==> config.mk <==
export PLATFORM = sky130hd
export DESIGN_NAME = delay_prog
export DESIGN_NICKNAME = d
export VERILOG_FILES = /design/src/rtl/delay_prog.sv
export SDC_FILE = /design/constraint.sdc
export NUM_CORES = 1
export LEC_CHECK = 0
export BUFFER_PORTS_ARGS = -buffer_cell sky130_fd_sc_hd__buf_4
export CORE_ASPECT_RATIO = 1.1
export CORE_UTILIZATION = 60
export DETAILED_ROUTE_END_ITERATION = 7
export GPL_ROUTABILITY_DRIVEN = 0
export HOLD_SLACK_MARGIN = 0.03
export PLACE_DENSITY = 0.87
export REMOVE_ABC_BUFFERS = 1
export SLEW_MARGIN = 20
export SYNTH_ARGS = -nofsm -noshare
export SYNTH_HDL_FRONTEND = slang
export SYNTH_SLANG_ARGS = --single-unit
==> constraint.sdc <==
create_clock -name clk -period 3.49 [get_ports clk]
set_clock_uncertainty 0.2 [all_clocks]
set_input_delay 0.698 -clock clk [delete_from_list [all_inputs] [get_ports clk]]
set_output_delay 0.698 -clock clk [all_outputs]
set_load 0.005 [all_outputs]
==> src/rtl/delay_prog.sv <==
`default_nettype none
// ============================================================================
// Module   : delay_prog
// Brief    : Runtime-programmable delay line (1..MAX_DEL) with valid tracking,
//            clock-enable stall, flush on delay change and refill indication.
// Revision : 1.0 - initial release
// ============================================================================
module delay_prog #(
  parameter int WIDTH       = 11,
  parameter int MAX_DEL     = 16,
  parameter int DEFAULT_DEL = 4,
  parameter int DEL_W       = $clog2(MAX_DEL + 1)
) (
  input  logic             clk,
  input  logic             rst_n,
  input  logic             en,
  input  logic [DEL_W-1:0] del_sel,
  input  logic [WIDTH-1:0] din,
  input  logic             din_valid,
  output logic [WIDTH-1:0] dout,
  output logic             dout_valid,
  output logic [DEL_W-1:0] del_cur,
  output logic             busy
);

  localparam int               c_DEF_INT = (DEFAULT_DEL < 1)       ? 1       :
                                           (DEFAULT_DEL > MAX_DEL) ? MAX_DEL : DEFAULT_DEL;
  localparam logic [DEL_W-1:0] c_DEF_DEL = DEL_W'(c_DEF_INT);
  localparam logic [DEL_W-1:0] c_MAX_DEL = DEL_W'(MAX_DEL);
  localparam logic [DEL_W-1:0] c_ONE     = DEL_W'(1);

  logic [WIDTH-1:0]   r_data [MAX_DEL];
  logic [MAX_DEL-1:0] r_vld;
  logic [DEL_W-1:0]   r_del_cur;
  logic [DEL_W-1:0]   r_fill;

  logic [DEL_W-1:0]   w_eff_sel;
  logic               w_change;
  logic               w_busy;
  logic               w_tap_vld;
  logic [WIDTH-1:0]   w_tap_data;

  always_comb begin
    w_eff_sel = del_sel;
    if (del_sel == '0) begin
      w_eff_sel = c_ONE;
    end else if (del_sel > c_MAX_DEL) begin
      w_eff_sel = c_MAX_DEL;
    end
  end

  assign w_change = (w_eff_sel != r_del_cur);
  assign w_busy   = (r_fill < r_del_cur);

  // Fill counter counts post-change captures; it saturates at the active delay.
  always_ff @(posedge clk or negedge rst_n) begin
    if (!rst_n) begin
      r_del_cur <= c_DEF_DEL;
      r_fill    <= '0;
    end else if (w_change) begin
      r_del_cur <= w_eff_sel;
      r_fill    <= en ? c_ONE : '0;
    end else if (en && w_busy) begin
      r_fill    <= r_fill + c_ONE;
    end
  end

  // Stale data bits survive a flush; only the valid bits are cleared.
  always_ff @(posedge clk or negedge rst_n) begin
    if (!rst_n) begin
      r_vld <= '0;
      for (int i = 0; i < MAX_DEL; i++) begin
        r_data[i] <= '0;
      end
    end else begin
      if (en) begin
        r_vld[0]  <= din_valid;
        r_data[0] <= din;
      end else if (w_change) begin
        r_vld[0]  <= 1'b0;
      end
      for (int i = 1; i < MAX_DEL; i++) begin
        if (en) begin
          r_data[i] <= r_data[i-1];
        end
        if (w_change) begin
          r_vld[i] <= 1'b0;
        end else if (en) begin
          r_vld[i] <= r_vld[i-1];
        end
      end
    end
  end

  always_comb begin
    w_tap_vld  = 1'b0;
    w_tap_data = '0;
    for (int i = 0; i < MAX_DEL; i++) begin
      if (r_del_cur == DEL_W'(i + 1)) begin
        w_tap_vld  = r_vld[i];
        w_tap_data = r_data[i];
      end
    end
  end

  assign dout       = w_tap_vld ? w_tap_data : '0;
  assign dout_valid = w_tap_vld;
  assign del_cur    = r_del_cur;
  assign busy       = w_busy;

endmodule
`default_nettype wire

---- After elaboration in Yosys (flattened, before gate mapping) ----
Index checks and enable logic that the tools add are counted.
word-level totals
  bits in registers ....................... 202
  input port bits ......................... 20
  output and inout port bits .............. 18
  logic and storage cells ................. 113
operators by class
  add/subtract/negate cells ............... 1
  order comparisons ....................... 2
  eq/ne operators ......................... 17
  mux-type cells .......................... 70
  reduce and logical (&&, ||, !) cells .... 4
operator list
  operator                                               count
  2-to-1 mux 11 bit                                      17
  2-to-1 mux 1 bit                                       49
  == test 5 x 4 -> 1 bit (second input constant)         8
  == test 5 x 3 -> 1 bit (second input constant)         4
  2-to-1 mux 5 bit                                       4
  == test 5 x 2 -> 1 bit (second input constant)         2
  adder 5 x 1 -> 5 bit (second input constant)           1
  == test 5 x 1 -> 1 bit (second input constant)         1
  == test 5 bit (second input constant)                  1
  greater-than comparator 5 bit (second input constant)  1
  logical NOT 5 bit                                      1
  < comparator 5 bit                                     1
  != test 5 bit                                          1
  nonzero test 2 bit                                     2
  logical AND 1 bit                                      1

---- Longest topological paths before layout ----
  word-level depth ........................ 18
  depth in mapped cells ................... 11
  gate-level depth less buffers ........... 7

---- Worst setup path before layout ----
OpenSTA, ideal clock, no wires.
  path kind ............................... register to output
  from .................................... register r_del_cur[2] (netlist: del_cur[2])
  to ...................................... output dout[2]
  data arrival time ....................... 1.945 ns
  required time ........................... 2.592 ns
  slack ................................... 0.647 ns
  cell stages (with the launch flop) ...... 9
  cell sequence ........................... dfstp_2 > buf_2 > buf_4 > inv_1 > buf_2 > o2111ai_1 > o21ai_0 > or4_1 > a21boi_1
on the way
  longest elaborated chain between the ends .. 18
RTL lines
  item                                                                        RTL line  source
  start: declaration                                                          34        logic [DEL_W-1:0] r_del_cur;
  start signal: assignment                                                    58        r_del_cur <= c_DEF_DEL;
  start signal: assignment                                                    61        r_del_cur <= w_eff_sel;
  == test 5 x 1 -> 1 bit                                                      99        if (r_del_cur == DEL_W'(i + 1)) begin
  2-to-1 mux 11 bit / 2-to-1 mux 1 bit (equally long branches) (16 in a row)  99
  2-to-1 mux 11 bit *                                                         106       assign dout = w_tap_vld ? w_tap_data : '0;
  end: declaration                                                            20        output logic [WIDTH-1:0] dout,
Every way passes the cells marked *; elsewhere a longest branch is shown, timed or not.

---- Worst setup path after layout ----
  from .................................... register r_del_cur[2] (netlist: del_cur[2])
  to ...................................... output dout[1]
Same word-level chain as after synthesis.

==> results.md <==
* Crit path max fanout at 11
* Post-Synth Simple-Gate Area at 0.0760
* CP Capture Point: dout[1]
* Layout Cells excl Fill at 1119
* Synth Area in XOR/XNOR at 0.00624
* Arrival time at the worst endpoint at around 2.9 ns
* Crit. path cell count at 9
* Yosys Warn Count at 0
* Global-route wire length before repair at 40900 µm
* RR Endpoint: r_fill[2]$_DFFE_PN0P_
* Sink Count at 202
* Internal reg-to-reg setup slack at 0.84 ns
* Compound-cell area share of the yosys netlist at 0.126
* Max clock buf depth at 3
* GRT Total Usage at 0.319
* Vias in the first global route at 7566
* Number of synthesized flops with an enable pin at 0
* Asr flop ratio synth at 1.00
* Switching share of power at 0.304
* TritonCTS Buffers at 22
* Worst-Margin Slew at a little over 0.8 ns
* Internal at 5220 µW
* Critical-path top delay cell: dfstp_4
* Worst Setup Path Type: flop to output port
* P_sw at ~2300 µW
* Post-DRT Antenna Nets at 0
* CP Launch Point: del_cur[2]$_DFFE_PN1P_
* Max-cap viol count at 0
* Combinational share of power at 0.200
* CTS tree: built
* Fin. Hold Viols at 0
* Starting Density at 0.620
* Root Driver: clkbuf_16
* Top Ports at 38
* Nature of the critical path endpoint: output port
* Setup WS post-layout at -0.278 ns
* Post-synth top cells: dfrtp_1 (201), mux2_2 (172), a21oi_1 (46), nor2_1 (46), o21ai_0 (46)
* Final net count at slightly above 900
* Largest net degree at the start of global routing at 143
* Syn Inst Count at 829
* Worst R2R Start: del_cur[3]$_DFFE_PN0P_
* Clock power frac at 0.302
* Failing checks: setup timing
* Worst-path clk slew at 0.07 ns
* DRC viols at 0
* Top post-synthesis cells by area: dfrtp_1 (51%), mux2_2 (20%), a21oi_1 (2.3%)
* Drt total wl at approximately 28000 µm
* Layout cells sized above 1 at 0.412
* Post-Syn Area at 0.00982 mm²
* Vias/cell at around 7.1
* CP Buf/Inv Count at 4
* Per-cell routed wire length at 25.2 µm
* Vias at about 7900
* Pwr dens at between 600 and 700 mW/mm²
* Die W at 124 µm
* GRT overflow at 0
* Buffers on Ports at 37
* CP Data Required Time at 2.59 ns
* Synth cell types at 75
* Final setup violation count at 12
* Die ar. at 0.0169 mm²
* Synthesis-to-layout area growth at 19.2%
* Most frequent cell after synthesis: dfrtp_1
* Startpoint types: flop
* Delay-heaviest family, CP: buffers and inverters
* Top cell type's share of synthesized area at 0.512
* Biggest area consumer among synthesized cells: dfrtp_1
* Fin area at between 0.01 and 0.015 mm²
* CP max stage delay at between 0.5 and 0.6 ns
* Sequential share of the synthesized area at 0.515
* Outcome: finished, violations left
* Initial DRC count at 1125
* RSZ-0062 raised after global routing: true
* Largest family of logic cells by synthesized area: multiplexers
* Placed Area at 0.0104 mm²
* Placed insts at 1050
* Total iterations of the first detailed-routing run at 6
* Synthesized-area fraction occupied by adder cells at 0.00637
* Chip Height at 136 µm
* Post-layout min period at around 3.8 ns
* Peak VDD IR at 415 µV
* Avg Cell Area, Syn at 11.8 µm²
* # rows at 48
* Initial antenna violation count at 0
* Fin crit share at 1.08
* HPWL Detailed at 14900 µm
* Flop pwr share at 0.498
* N_diodes at 0
* Fmax at 0.265 GHz
* R2R depth at 8
* Final Slew Violations at 0
* Most used DFF post-synth: dfrtp_1
* Crit-path cells: buf_4, buf_4, nor3_1, buf_4, o21ai_0, o32ai_1, nand3_1, a32oi_2, buf_4
* Core box area at 0.0159 mm²
* Rel. slew slack at 0.455
* Mux contribution to synthesized area at 0.227
* P_leak at 0.00503 µW
* Worst Hold Class: input port to asynchronous set/reset pin
* Most used cell, CP: buf_4
* # H-tree levels at 1
* Clk_lat worst skew at 0.53 ns
* FF+latch count, synth at 202
==> placed cells by master, fill, tap and decap left out, drive strengths merged, types with 6 or more instances in the layout <==
cell type and instances:
o21ai 51, nor3 6, clkbuf 30, nand2 38, a221oi 7, o22ai 13, a21oi 46, a32oi 6
mux2 172, o211ai 8, mux2i 20, nand2b 8, o31ai 6, a211oi 6, a221o 6, nor2 47
dfrtp 201, nand3 16, buf 113, inv 19, a22oi 10, nor2b 10
==> metal layers <==
layer / global-route usage / vias up / wire length [µm]
li1: - / 3210 / -
met1: 0.422 / 3892 / 10600
met2: 0.483 / 593 / 12800
met3: 0.0768 / 212 / 2820
met4: 0.179 / 0 / 1880
met5: 0 / - / 0
==> worst min path at each step <==
stage / end / depth (start not counted) / slack (ns) / from
after CTS: r_data[119]$_DFFE_PN0P_ / 1 / 0.05 / rst_n
after global placement: r_data[69]$_DFFE_PN0P_ / 2 / 0.27 / r_data[80]$_DFFE_PN0P_
after global routing: r_data[174]$_DFFE_PN0P_ / 1 / 0.05 / rst_n
after detailed placement: r_data[69]$_DFFE_PN0P_ / 2 / 0.30 / r_data[80]$_DFFE_PN0P_
after floorplan: del_cur[0]$_DFFE_PN0P_ / 0 / 0.20 / rst_n
final: r_data[174]$_DFFE_PN0P_ / 1 / 0.02 / rst_n
==> layout make-up <==
cell class                      instances  area, µm²
Sequential cell                       202       5070
Multi-Input combinational cell        545       4580
Fill cell                             961       4140
Timing Repair Buffer                  116       1060
Clock buffer                           28        604
Tap cell                              200        250
Inverter                               20       78.8
Clock inverter                          8       72.6
==> through the flow <==
stage	util	TNS [ns]	hold slack (ns)	total power (µW)	setup WS, ns
global placement	0.656	0	0.274	4910	0.245
global route	0.739	-3.67	0.0542	7780	-0.370
floorplan	-	-13.90	0.202	4460	-1.09
detailed placement	0.656	0	0.297	5020	0.119
CTS	0.722	-0.733	0.0509	7310	-0.0871
finish	0.739	-2.64	0.0201	7500	-0.278
==> flip-flops by register name, summed over array words and instances (netlist names) <==
| register | cells |
|---|---|
| r_fill | 5 |
| del_cur | 5 |
| r_vld | 16 |
| r_data | 176 |
==> power by group through the flow <==
stage	Sequential [µW]	Combinational, µW	Clock [µW]
after floorplan	3490	969	0
after global placement	3640	1270	0
after detailed placement	3680	1330	0
after CTS	3660	1410	2250
after global routing	3800	1610	2370
final	3740	1500	2270
==> cells by family after synthesis <==
| group | Yosys count |
|---|---|
| muxes | 196 |
| xor gates and xnor gates | 7 |
| DFF | 202 |
| and+or+nand+nor | 147 |
| buffers and inverters | 82 |
| AOI/OAI and AO/OA | 190 |
| adders and majority gates | 5 |
==> timing repair <==
action,4_1_cts,5_1_grt
endpoints found under the setup margin,13,12
hold buffers,0,0
setup buffers,23,9
pin swaps,9,13
cloned,1,0
resized for setup,41,48
Power figures use the tool's default switching activity.
